$ cat src/rtl/usr_pkg.sv
`default_nettype none
// ============================================================================
// Module  : usr_pkg
// Brief   : Shared mode encoding and width helper for the universal shift
//           register and its shift counter.
// Rev     : 1.0 - initial release
// ============================================================================
package usr_pkg;

  // Operation select. Values are fixed by the register's mode encoding.
  typedef enum logic [2:0] {
    USR_HOLD = 3'b000,
    USR_SHL  = 3'b001,
    USR_SHR  = 3'b010,
    USR_ROTL = 3'b011,
    USR_ROTR = 3'b100,
    USR_LOAD = 3'b101,
    USR_CLR  = 3'b110,
    USR_RSVD = 3'b111
  } usr_mode_e;

  // Bits needed to hold a shift count in the range 0..width inclusive.
  function automatic int usr_cnt_width(input int width);
    return $clog2(width + 1);
  endfunction

endpackage
`default_nettype wire

$ cat src/rtl/usr_shift_cnt.sv
`default_nettype none
// ============================================================================
// Module  : usr_shift_cnt
// Brief   : Saturating shift counter with a one-cycle pulse on the edge where
//           the count first reaches WIDTH.
// Rev     : 1.0 - initial release
// ============================================================================
module usr_shift_cnt
  import usr_pkg::*;
#(
  parameter int WIDTH = 8
) (
  input  logic                              c,
  input  logic                              r,
  input  logic                              inc,
  input  logic                              clr,
  output logic [usr_cnt_width(WIDTH)-1:0]   cnt,
  output logic                              done
);

  localparam int                       c_CNT_W   = usr_cnt_width(WIDTH);
  localparam logic [c_CNT_W-1:0]       c_CNT_MAX = c_CNT_W'(WIDTH);
  localparam logic [c_CNT_W-1:0]       c_CNT_PRE = c_CNT_W'(WIDTH - 1);

  logic [c_CNT_W-1:0] r_cnt;
  logic               r_done;

  // Count shifts up to WIDTH; pulse done only on the WIDTH-1 -> WIDTH step.
  // Clear has priority so a load/clear on the saturating edge suppresses done.
  always_ff @(posedge c or negedge r) begin
    if (!r) begin
      r_cnt  <= '0;
      r_done <= 1'b0;
    end else begin
      r_done <= 1'b0;
      if (clr) begin
        r_cnt <= '0;
      end else if (inc) begin
        if (r_cnt != c_CNT_MAX) begin
          r_cnt <= r_cnt + 1'b1;
        end
        if (r_cnt == c_CNT_PRE) begin
          r_done <= 1'b1;
        end
      end
    end
  end

  assign cnt  = r_cnt;
  assign done = r_done;

endmodule
`default_nettype wire

$ cat src/rtl/univ_shift_reg.sv
`default_nettype none
// ============================================================================
// Module  : univ_shift_reg
// Brief   : WIDTH-bit universal register: hold, shift left/right, rotate
//           left/right, parallel load and synchronous clear, with a
//           saturating shift counter and done pulse.
// Rev     : 1.0 - initial release
// ============================================================================
module univ_shift_reg
  import usr_pkg::*;
#(
  parameter int WIDTH = 8
) (
  input  logic                              c,
  input  logic                              r,
  input  logic                              en,
  input  logic [2:0]                        mode,
  input  logic [WIDTH-1:0]                  d,
  input  logic                              sin_l,
  input  logic                              sin_r,
  output logic [WIDTH-1:0]                  q,
  output logic [WIDTH-1:0]                  qb,
  output logic                              sout_l,
  output logic                              sout_r,
  output logic [usr_cnt_width(WIDTH)-1:0]   cnt,
  output logic                              done
);

  usr_mode_e          w_mode;
  logic [WIDTH-1:0]   w_q_next;
  logic               w_inc;
  logic               w_clr;
  logic [WIDTH-1:0]   r_q;

  assign w_mode = usr_mode_e'(mode);

  // Mode decode: next register value plus counter increment/clear requests.
  // With en low everything holds, which also lets a pending done fall.
  always_comb begin
    w_q_next = r_q;
    w_inc    = 1'b0;
    w_clr    = 1'b0;
    if (en) begin
      case (w_mode)
        USR_SHL: begin
          w_q_next = {r_q[WIDTH-2:0], sin_l};
          w_inc    = 1'b1;
        end
        USR_SHR: begin
          w_q_next = {sin_r, r_q[WIDTH-1:1]};
          w_inc    = 1'b1;
        end
        USR_ROTL: begin
          w_q_next = {r_q[WIDTH-2:0], r_q[WIDTH-1]};
          w_inc    = 1'b1;
        end
        USR_ROTR: begin
          w_q_next = {r_q[0], r_q[WIDTH-1:1]};
          w_inc    = 1'b1;
        end
        USR_LOAD: begin
          w_q_next = d;
          w_clr    = 1'b1;
        end
        USR_CLR: begin
          w_q_next = '0;
          w_clr    = 1'b1;
        end
        default: begin
          w_q_next = r_q;
        end
      endcase
    end
  end

  // Data register with asynchronous active-low reset.
  always_ff @(posedge c or negedge r) begin
    if (!r) begin
      r_q <= '0;
    end else begin
      r_q <= w_q_next;
    end
  end

  usr_shift_cnt #(
    .WIDTH (WIDTH)
  ) u_shift_cnt (
    .c    (c),
    .r    (r),
    .inc  (w_inc),
    .clr  (w_clr),
    .cnt  (cnt),
    .done (done)
  );

  assign q      = r_q;
  assign qb     = ~r_q;
  assign sout_l = r_q[WIDTH-1];
  assign sout_r = r_q[0];

endmodule
`default_nettype wire

$ cat config.mk
export PLATFORM = sky130hd
export DESIGN_NAME = univ_shift_reg
export DESIGN_NICKNAME = d
export VERILOG_FILES = /design/src/rtl/usr_pkg.sv /design/src/rtl/usr_shift_cnt.sv /design/src/rtl/univ_shift_reg.sv
export SDC_FILE = /design/constraint.sdc
export NUM_CORES = 1
export LEC_CHECK = 0
export CAP_MARGIN = 20
export CORE_UTILIZATION = 42
export DETAILED_ROUTE_END_ITERATION = 7
export PLACE_DENSITY = 0.83
export SLEW_MARGIN = 20
export SYNTH_ARGS = -nofsm -noshare
export SYNTH_HDL_FRONTEND = slang
export SYNTH_SLANG_ARGS = --single-unit
export TNS_END_PERCENT = 20
$ cat constraint.sdc
create_clock -name c -period 1.7 [get_ports c]
set_input_delay 0.17 -clock c [delete_from_list [all_inputs] [get_ports c]]
set_output_delay 0.17 -clock c [all_outputs]
set_load 0.005 [all_outputs]
# Yosys cells after proc, flatten, opt, wreduce, memory -nomap -nowiden
# Index checks and enable logic that the tools add are counted.
# Widths: inputs -> output; s select.
dict set report word_totals {
  ff_bits 13
  out_inout_bits 23
  word_cells 31
}
dict set report op_classes {
  addsub 1
  n_eq_ne 8
  n_mux 11
  bitwise 1
  n_reduce_logical 7
}
# op n
set ops {}
lappend ops {{$pmux 8 s6} 1}
lappend ops {{$mux 4} 3}
lappend ops {{$eq 3x3->1 const B} 3}
lappend ops {{$not 8->8} 1}
lappend ops {{$mux 1} 7}
lappend ops {{$eq 3x2->1 const B} 2}
lappend ops {{$reduce_bool 6->1} 1}
lappend ops {{$add 4x1->4 const B} 1}
lappend ops {{$eq 4x3->1 const B} 1}
lappend ops {{$ne 4x4->1 const B} 1}
lappend ops {{$reduce_and 2->1} 2}
lappend ops {{$reduce_bool 2->1} 2}
lappend ops {{$reduce_or 4->1} 1}
lappend ops {{$eq 3x1->1 const B} 1}
lappend ops {{$reduce_or 2->1} 1}

# Logic depth before layout (Yosys ltp)
# Gate-level depths: netlist of the first run.
dict set report logic_depth {
  word_depth 6
  ltp_mapped 6
  mapped_depth_nobuf 6
}

# Cells and area by module
# From an unflattened synthesis of the first run, not the netlist that was laid out.
dict set report unflattened {
  hier_cells 106
  area_unflattened_um2 910.9
}
# module instances cells_each area_per_inst_um2 seq_area_each_um2
set by_module_without_submodules {}
lappend by_module_without_submodules {univ_shift_reg 1 80 640.6 200.2}
lappend by_module_without_submodules {usr_shift_cnt 1 26 270.3 125.1}

# Least setup slack after synthesis of the first run
# OpenSTA, ideal clock, no wires.
dict set report synth_path {
  kind {register to register}
  startpoint {register u_shift_cnt.r_cnt[0], in the netlist u_shift_cnt.cnt[0]}
  endpoint {register u_shift_cnt.r_cnt[2], in the netlist u_shift_cnt.cnt[2]}
  setup_time_ns 0.121
  arrival_time_ns 1.149
  path_slack_ns 0.430
  path_stages_with_launch 7
  synth_period_minus_slack_ns 1.270
  path_cell_list {dfrtp_1 -> inv_1 -> ha_1 -> nand2_1 -> a211oi_1 -> nor2_1 -> a22o_1}
}
dict set report synth_between {
  elab_chain_cells 4
  elab_cells_between_ends 7
  classes_between {add/sub (1); eq/ne (1); mux (3); reduce/logical (2)}
}
# element line
set synth_rtl {}
lappend synth_rtl {{start, declared} usr_shift_cnt.sv:25} ;# logic [c_CNT_W-1:0] r_cnt;
lappend synth_rtl {{start signal, assigned} usr_shift_cnt.sv:40} ;# r_cnt <= r_cnt + 1'b1;
lappend synth_rtl {{$add 4x1->4} usr_shift_cnt.sv:40}
lappend synth_rtl {{$mux 4} usr_shift_cnt.sv:39} ;# if (r_cnt != c_CNT_MAX) begin
lappend synth_rtl {{$mux 4} usr_shift_cnt.sv:38} ;# end else if (inc) begin
lappend synth_rtl {{$mux 4} usr_shift_cnt.sv:36} ;# if (clr) begin
# Parallel ways exist; a longest one is shown, timed or not. The select of a mux whose other input is x is not followed.
# A chain may end at the register's enable or synchronous reset.

# Worst setup path after layout of the first run
dict set report layout_path {
  startpoint {register r_q[7], in the netlist q[7]}
  endpoint {output sout_l}
}
# element line
set layout_rtl {}
lappend layout_rtl {{start, declared} univ_shift_reg.sv:33} ;# logic [WIDTH-1:0] r_q;
lappend layout_rtl {{start signal, assigned} univ_shift_reg.sv:81} ;# r_q <= w_q_next;
lappend layout_rtl {{end, declared} univ_shift_reg.sv:23} ;# output logic sout_l,
# No word-level cell between the ends.

==> results by group, run 1 <==
Outcome
  • Status: completed

Drt
  • Average wire per standard cell: 14.01 um
  • DRT Pass-1 Iters: 4
  • Via count: approximately 1100
  • Drt via density: around 5.7
  • # DRC: 0
  • Total Routed Length: 2675 um
  • Final antenna-violating net count: 0
  • Drt first-iter violations: 41

GRT
  • Gr ovfl total: 0
  • Tot GR Track Use: 24.46%
  • Initial antenna violation count: 0
  • Vias in the first global route: 1002
  • Largest net degree at the start of global routing: 14
  • First-pass GRT wire length: 4636 um

Floorplan
  • Io pins: 39
  • Initial Utilization: 46.81%
  • Die W: 49.71 um
  • Die Y-Extent: 49.71 um
  • Area of the die: between 0.002 and 0.0025 mm^2
  • Row cnt: 16
  • Core Box Area: 0.002042 mm^2

CTS
  • Worst-Skew Late Latency: 0.29 ns
  • Setup bufs post-CTS: 0
  • TritonCTS clock tree: yes
  • Clock sink count: 13
  • Worst-case clock buffer depth: 2
  • Max H-tree Level: 1
  • Hold-fix buffers, CTS: 0
  • Root Driver: clkbuf_4
  • CTS buffer count: 3
  • CTS resizes: 0
  • Worst-path clk slew: 0.09 ns

Critical path
  • Max incr delay on CP: 0.56 ns
  • Startpoint Class: flip-flop
  • Slowest CP cell: clkdlybuf4s50_1
  • CP top delay family: buffers and inverters
  • CP Class: reg -> out
  • Crit path required time: ~1.5 ns
  • CP arrival: 1.34 ns
  • Cell Chain, Critical Path: clkdlybuf4s50_1
  • Worst r2r src: u_shift_cnt.cnt[1]$_DFFE_PN0P_
  • Buf/Inv on CP: 1
  • FF-to-FF setup slack: 0.26 ns
  • Crit path capture type: output pin
  • RR Endpoint: u_shift_cnt.cnt[2]$_DFFE_PN0P_
  • CP Max Fanout: 7
  • Worst R2R Path Depth: 6

Place
  • Gpl congestion: 0.8744
  • Placement Setup Slack: -0.08903 ns
  • DP Cell Count: 187
  • Dpl hpwl: 2000 um
  • IO buf count: 38

Final layout
  • Sequential Area: approximately 330 um^2
  • Fill count: between 150 and 200
  • N_diodes: 0
  • Area Growth Syn to Fin: 51.31%
  • Final #Nets: 183
  • Multi-input logic area: approximately 530 um^2
  • Layout cells sized above 1: 11.59%
  • Util after Layout: between 70 and 80%
  • Layout Cells excl Fill: 191

Power and ir drop
  • Pwr dens: 907.4 mW/mm^2
  • Leak Pwr: 0.0006490 uW
  • Tot Pwr: 1312 uW
  • VDD IR max: 0.6910 mV

Timing
  • Final Worst Setup Slack: 0.1880 ns
  • TNS Setup: 0 ns
  • Final setup viols: 0
  • Fin. max-slew vios: 0
  • Final Cycle Share: 88.94%
  • Clock skew: 0.004149 ns
  • Worst-margin pin slew: 0.6058 ns
  • Fmax: about 660 MHz
  • Min Clock Period, post-route: 1.512 ns
  • Max_slew headroom: 59.49%
  • Unrepaired setup endpoints after global routing: no
  • Final Hold Fails: 0

Synth
  • Mapped cell area: 955.9 um^2
  • Unique masters post-synth: 31
  • Register bit count reported by yosys: 13
  • Syn. warnings: 0
  • Post-Synthesis Cells: roughly 120
  • Sequential share of the synthesized area: 34.03%
  • Post-synth net total: 135
  • Syn avg cell area: 8.170 um^2

Worst hold path
  • HP Class: in -> async

Job
  • Maxcap violations: 0
-- power breakdown --
group	leakage, uW	total (uW)	internal, uW	switching, uW
logic	0.000468	600	374	227
clock network	0.0000177	204	87.8	116
registers	0.000164	508	387	122
-- layer usage --
metal | GRT usage [%] | vias to the layer above | share of wire, % | wire (um)
met1 | 30.71 | 508 | 42 | 1128
met2 | 41.67 | 61 | 50 | 1335
li1 | - | 512 | - | -
met5 | 0 | - | 0 | 0
met3 | 6.790 | 3 | 7.1 | 189
met4 | 4.762 | 0 | 0.79 | 21
-- how the worst max path moves through the flow --
stage / start / end / depth (start not counted) / slack, ns
after floorplan: u_shift_cnt.cnt[0]$_DFFE_PN0P_ / u_shift_cnt.cnt[2]$_DFFE_PN0P_ / 6 / 0.43
after global placement: mode[1] / u_shift_cnt.cnt[2]$_DFFE_PN0P_ / 6 / -0.01
after detailed placement: mode[1] / u_shift_cnt.cnt[2]$_DFFE_PN0P_ / 6 / -0.09
after CTS: q[4]$_DFFE_PN0P_ / qb[4] / 2 / 0.18
after global routing: mode[1] / u_shift_cnt.done$_DFF_PN0_ / 5 / 0.006
final: q[7]$_DFFE_PN0P_ / sout_l / 1 / 0.19
-- final cells by class --
type,count,area share [%]
multi-input cells,83,36.59
well taps,27,2.336
inverters,12,3.114
repair buffers,52,33.56
clock buffers,3,1.557
clock inverters,1,0.3460
flip-flops and latches,13,22.49
-- cells in the mapped netlist --
library cell  number  share of area, %
buf_2              3               1.6
mux2i_1            7               7.3
dfrtp_1           13                34
ha_1               2               2.6
a221o_1            3               3.1
or3b_2             1              0.92
a211oi_1           2               1.6
inv_1             12               4.7
a22o_1             2               1.8
nand3b_1           1              0.79
nand2_1           11               4.3
xor2_1             1              0.92
o21bai_1           1              0.79
nor3b_1            1              0.79
a2111oi_0          1              0.92
nand3_1            4               2.1
or3_1              1              0.65
or4_1              2               1.6
a221oi_1           3               2.7
a41o_1             1               1.0
o21ai_0           10               5.2
a21oi_1            8               4.2
buf_4              5               3.9
nor2_1            12               4.7
and3_1             2               1.3
o31ai_1            3               2.4
a311oi_1           1              0.92
nand2b_1           1              0.65
clkbuf_1           1              0.39
maj3_1             1               1.0
o311ai_0           1              0.92
-- flip-flops by register name, summed over array words and instances, names as in the netlist --
| register | cells |
|---|---|
| q | 8 |
| u_shift_cnt.cnt | 4 |
| u_shift_cnt.done | 1 |
-- metrics by stage --
stage / hold slack [ns] / instance area (um^2)
after global placement: 0.5217 / 1419
after detailed placement: 0.5364 / 1419
after global routing: 0.3054 / 1446
final: 0.2476 / 1446
after CTS: 0.2601 / 1446
after floorplan: -0.1256 / 955.9
-- logic make-up (layout without fill, tap and decap cells) --
logic type / Yosys count / count (layout) / synth area share [%]
buffers and inverters: 21 / 68 / 10.60
muxes: 7 / 7 / 7.330
adders and majority gates: 3 / 3 / 3.665
and+or+nand+nor: 36 / 36 / 17.80
xor gates and xnor gates: 1 / 1 / 0.9164
AOI/OAI and AO/OA: 36 / 36 / 25.66
DFF: 13 / 13 / 34.03
-- placed cells by master (no fill, tap or decap), types with 4 or more instances in the layout --
cell             count
o21ai_0             10
nand3_1              4
nor2_1              12
nand2_1             11
a21oi_1              8
mux2i_1              7
inv_1               12
dfrtp_1             13
buf_4               14
clkdlybuf4s50_1     38
No activity file was read; power rests on OpenSTA's default activity.
==> run 2, diff against run 1 <==
--- a/config.mk
+++ b/config.mk
@@ -6,11 +6,14 @@
 export NUM_CORES = 1
 export LEC_CHECK = 0
 export CAP_MARGIN = 20
-export CORE_UTILIZATION = 42
+export CELL_PAD_IN_SITES_DETAIL_PLACEMENT = 0
+export CELL_PAD_IN_SITES_GLOBAL_PLACEMENT = 1
+export CORE_ASPECT_RATIO = 2
+export CORE_UTILIZATION = 30
+export CTS_CLUSTER_SIZE = 24
 export DETAILED_ROUTE_END_ITERATION = 7
-export PLACE_DENSITY = 0.83
+export PLACE_DENSITY = 0.84
 export SLEW_MARGIN = 20
 export SYNTH_ARGS = -nofsm -noshare
 export SYNTH_HDL_FRONTEND = slang
 export SYNTH_SLANG_ARGS = --single-unit
-export TNS_END_PERCENT = 20
==> results by group, run 2 (synthesized netlist as in run 1, its figures left out) <==
Timing
  • Fin. max-slew vios: 0 (unchanged)
  • Unrepaired setup endpoints after global routing: no
  • Min Clock Period, post-route: 1.555 ns (+0.04332 ns)
  • Fmax: 642.9 MHz (-2.8%)
  • Max_slew headroom: 58.47% (-1.0 points)
  • Final Cycle Share: 91.49% (+2.5 points)
  • Final Hold Fails: 0 (unchanged)
  • Final setup viols: 0 (unchanged)
  • Worst-margin pin slew: 0.6209 ns (+0.01517 ns)
  • Clock skew: 0.0008857 ns (-0.003263 ns)

Critical path
  • CP arrival: 1.68 ns (+0.34 ns)
  • FF-to-FF setup slack: 0.33 ns (+0.07 ns)
  • Startpoint Class: input port
  • Worst r2r src: q[6]$_DFFE_PN0P_
  • CP Class: in -> reg
  • CP Max Fanout: 8 (+1)
  • Crit path required time: 1.83 ns (+0.30 ns)
  • Critical Path Start: mode[1]
  • Crit path capture type: flip-flop

Place
  • Dpl hpwl: 1944 um (-2.8%)
  • DP Cell Count: 189 (+1.1%)
  • Gpl congestion: 0.7875 (-9.9%)
  • IO buf count: 38 (unchanged)

Drt
  • Total Routed Length: 2547 um (-4.8%)
  • # DRC: 0 (unchanged)
  • DRT Pass-1 Iters: 4 (unchanged)
  • Drt first-iter violations: 24 (-41%)
  • Via count: 1024 (-5.5%)
  • Drt via density: 5.306 (-6.5%)
  • Average wire per standard cell: 13.20 um (-5.8%)
  • Final antenna-violating net count: 0 (unchanged)

CTS
  • CTS resizes: 0 (unchanged)
  • Max H-tree Level: 1 (unchanged)
  • Hold-fix buffers, CTS: 0 (unchanged)
  • TritonCTS clock tree: yes
  • Clock sink count: 13 (unchanged)
  • Worst-path clk slew: 0.06 ns (-0.03 ns)
  • Setup bufs post-CTS: 0 (unchanged)
  • Root Driver: clkbuf_8
  • Worst-Skew Late Latency: 0.24 ns (-0.05 ns)
  • CTS buffer count: 3 (unchanged)
  • Worst-case clock buffer depth: 2 (unchanged)

Worst hold path
  • HP Class: in -> async

Floorplan
  • Area of the die: 0.003430 mm^2 (+39%)
  • Row cnt: 28 (+12)
  • Die Y-Extent: 81.83 um (+65%)
  • Core Box Area: 0.002978 mm^2 (+46%)
  • Initial Utilization: 32.10% (-15 points)
  • Die W: 41.92 um (-16%)
  • Io pins: 39 (unchanged)

Final layout
  • Layout cells sized above 1: 11.04% (-0.54 points)
  • Area Growth Syn to Fin: 52.88%
  • Most frequent cells in the layout: clkdlybuf4s50_1, buf_4, dfrtp_1
  • Fill count: 300 (+75%)
  • Layout Cells excl Fill: 193 (+1.0%)
  • Max reg flops: 8 (unchanged)
  • Commonest non-fill, non-tap cell in the layout: clkdlybuf4s50_1
  • Final #Nets: 182 (-0.55%)
  • N_diodes: 0 (unchanged)
  • Sequential Area: 325.3 um^2 (unchanged)
  • Multi-input logic area: 529.3 um^2 (unchanged)

Power and ir drop
  • Tot Pwr: 1376 uW (+4.9%)
  • Leak Pwr: 0.0006512 uW (+0.33%)
  • VDD IR max: 0.4956 mV (-28%)
  • Pwr dens: 941.9 mW/mm^2 (+3.8%)

GRT
  • First-pass GRT wire length: 4250 um (-8.3%)
  • Initial antenna violation count: 0 (unchanged)
  • Largest net degree at the start of global routing: 16 (+2)
  • Vias in the first global route: 991 (-1.1%)
  • Tot GR Track Use: 15.57% (-8.9 points)
  • Gr ovfl total: 0 (unchanged)

Outcome
  • Status: completed

Job
  • Maxcap violations: 0 (unchanged)
-- run 2: power by group --
part	switching (uW)	total, uW	leakage [uW]	internal, uW
Combinational	220	593	0.000462	373
Clock	111	273	0.0000255	162
Sequential	123	511	0.000164	388
-- run 2: per-layer routing --
| metal | part of all wire, % | GRT usage [%] | vias up |
|---|---|---|---|
| li1 | - | - | 509 |
| met1 | 42 | 18.31 | 483 |
| met2 | 52 | 28.13 | 30 |
| met3 | 4.9 | 0.8791 | 2 |
| met4 | 1.1 | 7.742 | 0 |
| met5 | 0 | 0 | - |
-- run 2: path summary, 6_finish.rpt --
kind	endpoint	cells past startpoint
worst max-delay path	q[0]$_DFFE_PN0P_	6
worst min-delay path	q[6]$_DFFE_PN0P_	1
worst max register to register	q[7]$_DFFE_PN0P_	4
worst min register to register	u_shift_cnt.done$_DFF_PN0_	1
max in group asynchronous	u_shift_cnt.cnt[1]$_DFFE_PN0P_	1
min in group c	u_shift_cnt.done$_DFF_PN0_	1
-- run 2: layout make-up --
class / instances / share of cell area (%)
Timing Repair Buffer: 51 / 32.71
Clock buffer: 3 / 2.825
Inverter: 12 / 3.082
Tap cell: 30 / 2.568
Sequential cell: 13 / 22.26
Multi-Input combinational cell: 83 / 36.22
Clock inverter: 1 / 0.3425
-- run 2: critical path: stages --
cell,delay [ns]
clkdlybuf4s50_1,0.57
buf_4,0.19
inv_1,0.08
o311ai_0,0.32
o21ai_0,0.13
a22o_1,0.21
-- run 2: stage by stage --
| stage | setup TNS [ns] | cell area (um^2) | hold slack, ns | setup slack, ns | util [%] |
|---|---|---|---|---|---|
| after floorplan | 0 | 955.9 | -0.1256 | 0.4301 | - |
| after global placement | -0.1227 | 1415 | 0.5438 | -0.03853 | 47.52 |
| after detailed placement | -0.4457 | 1415 | 0.5481 | -0.09438 | 47.52 |
| after CTS | 0 | 1461 | 0.3308 | 0.1471 | 49.08 |
| after global routing | 0 | 1461 | 0.3789 | 0.05600 | 49.08 |
| final | 0 | 1461 | 0.3158 | 0.1447 | 49.08 |
==> run 3, diff against run 2 <==
--- a/config.mk
+++ b/config.mk
@@ -9,10 +9,12 @@
 export CELL_PAD_IN_SITES_DETAIL_PLACEMENT = 0
 export CELL_PAD_IN_SITES_GLOBAL_PLACEMENT = 1
 export CORE_ASPECT_RATIO = 2
-export CORE_UTILIZATION = 30
+export CORE_UTILIZATION = 31
+export CTS_BUF_LIST = sky130_fd_sc_hd__clkbuf_2
 export CTS_CLUSTER_SIZE = 24
 export DETAILED_ROUTE_END_ITERATION = 7
-export PLACE_DENSITY = 0.84
+export HOLD_SLACK_MARGIN = 0.12
+export PLACE_DENSITY = 0.86
 export SLEW_MARGIN = 20
 export SYNTH_ARGS = -nofsm -noshare
 export SYNTH_HDL_FRONTEND = slang
==> results by group, run 3 (synthesized netlist as in run 1, its figures left out) <==
GRT
  • Tot GR Track Use: 19.71% (+4.1 points)
  • First-pass GRT wire length: 4512 um (+6.2%)
  • Vias in the first global route: 1035 (+4.4%)
  • Gr ovfl total: 0 (unchanged)
  • Initial antenna violation count: 0 (unchanged)
  • Largest net degree at the start of global routing: 14 (-2)

Drt
  • Via count: 1055 (+3.0%)
  • Final antenna-violating net count: 0 (unchanged)
  • Drt first-iter violations: 19 (-21%)
  • DRT Pass-1 Iters: 4 (unchanged)
  • # DRC: 0 (unchanged)
  • Drt via density: 5.383 (+1.5%)
  • Average wire per standard cell: 14.02 um (+6.2%)
  • Total Routed Length: 2747 um (+7.9%)

Timing
  • TNS Setup: 0 ns (unchanged)
  • Worst-margin pin slew: 0.6226 ns (+0.001628 ns)
  • Final Cycle Share: 90.72% (-0.77 points)
  • Final Worst Setup Slack: 0.1578 ns (+0.01315 ns)
  • Fmax: 648.4 MHz (+0.85%)
  • Clock skew: 0.003164 ns (+0.002278 ns)
  • Min Clock Period, post-route: 1.542 ns (-0.01315 ns)
  • Unrepaired setup endpoints after global routing: no
  • Final Hold Fails: 0 (unchanged)
  • Post-Route Hold Slack: 0.2485 ns (-0.06724 ns)
  • Fin. max-slew vios: 0 (unchanged)
  • Max_slew headroom: 58.36% (-0.11 points)
  • Final setup viols: 0 (unchanged)

Critical path
  • Crit path capture type: output pin
  • CP Class: reg -> out
  • Crit path required time: 1.53 ns (-0.30 ns)
  • Critical Path Start: q[1]$_DFFE_PN0P_
  • CP Max Fanout: 5 (-3)
  • CP arrival: 1.37 ns (-0.31 ns)
  • Worst r2r src: q[6]$_DFFE_PN0P_
  • Startpoint Class: flip-flop

CTS
  • Setup bufs post-CTS: 0 (unchanged)
  • Hold-fix buffers, CTS: 0 (unchanged)
  • CTS resizes: 0 (unchanged)
  • CTS buffer count: 3 (unchanged)
  • Clock sink count: 13 (unchanged)
  • TritonCTS clock tree: yes
  • Worst-Skew Late Latency: 0.29 ns (+0.05 ns)
  • Max H-tree Level: 1 (unchanged)
  • Worst-path clk slew: 0.15 ns (+0.09 ns)
  • Root Driver: clkbuf_2
  • Worst-case clock buffer depth: 2 (unchanged)

Job
  • Maxcap violations: 0 (unchanged)

Final layout
  • Most frequent cells in the layout: clkdlybuf4s50_1, buf_4, dfrtp_1
  • Area Growth Syn to Fin: 53.80%
  • Layout cells sized above 1: 12.65% (+1.6 points)
  • Final #Nets: 185 (+1.6%)
  • Max reg flops: 8 (unchanged)
  • Commonest non-fill, non-tap cell in the layout: clkdlybuf4s50_1
  • Layout Cells excl Fill: 196 (+1.6%)
  • Fill count: 300 (unchanged)
  • Util after Layout: 49.96% (+0.88 points)
  • N_diodes: 0 (unchanged)

Power and ir drop
  • VDD IR max: 0.5450 mV (+10%)
  • Pwr dens: 880.8 mW/mm^2 (-6.5%)
  • Leak Pwr: 0.0006614 uW (+1.6%)

Place
  • IO buf count: 38 (unchanged)
  • Placement Setup Slack: -0.1404 ns (-0.04599 ns)
  • Dpl hpwl: 2167 um (+11%)
  • Gpl congestion: 0.8150 (+3.5%)
  • DP Cell Count: 192 (+1.6%)

Floorplan
  • Initial Utilization: 32.48% (+0.38 points)
  • Area of the die: 0.003323 mm^2 (-3.1%)
  • Die W: 41.27 um (-1.6%)
  • Core Box Area: 0.002943 mm^2 (-1.2%)
  • Die Y-Extent: 80.53 um (-1.6%)
  • Io pins: 39 (unchanged)
  • Row cnt: 28 (unchanged)

Worst hold path
  • HP Class: in -> async

Outcome
  • Status: completed
run 3: worst paths after layout:
kind,endpoint,slack [ns],cells after the start
min in group c,q[1]$_DFFE_PN0P_,0.60,2
hold reg to reg,q[1]$_DFFE_PN0P_,0.60,2
setup / recovery,qb[1],0.16,2
max in group asynchronous,q[5]$_DFFE_PN0P_,1.06,1
hold / removal,q[4]$_DFFE_PN0P_,0.25,1
setup reg to reg,q[7]$_DFFE_PN0P_,0.24,4
run 3: stage by stage:
step | power (uW) | area, um^2
2_1_floorplan | 752.1 | 955.9
3_3_place_gp | 1118 | 1450
3_5_place_dp | 1136 | 1450
4_1_cts | 1306 | 1470
5_1_grt | 1405 | 1470
6_report | 1295 | 1470
run 3: final cells by class:
cell class                      count  area, um^2  area share [%]
Multi-Input combinational cell     83       529.3           36.00
Timing Repair Buffer               54       513.0           34.89
Sequential cell                    13       325.3           22.13
Inverter                           12       45.04           3.064
Tap cell                           30       37.54           2.553
Clock buffer                        3       15.01           1.021
Clock inverter                      1       5.005          0.3404
run 3: where the power goes:
part           leakage, uW  internal (uW)  total (uW)  switching [uW]
Clock            0.0000164           53.2         171             117
Sequential        0.000164            386         514             128
Combinational     0.000481            382         610             228
run 3: metal layers:
metal,vias to the layer above,wire [um],GRT usage [%],share of wire [%]
met3,7,133,3.867,4.8
li1,518,-,-,-
met5,-,0,0,0
met4,0,58,9.677,2.1
met1,496,1008,22.03,37
met2,34,1547,32.81,56
run 3: worst max-delay path, stage by stage, from the launching register on:
cell and delay (ns):
dfrtp_1 0.46, inv_1 0.12, clkdlybuf4s50_1 0.51
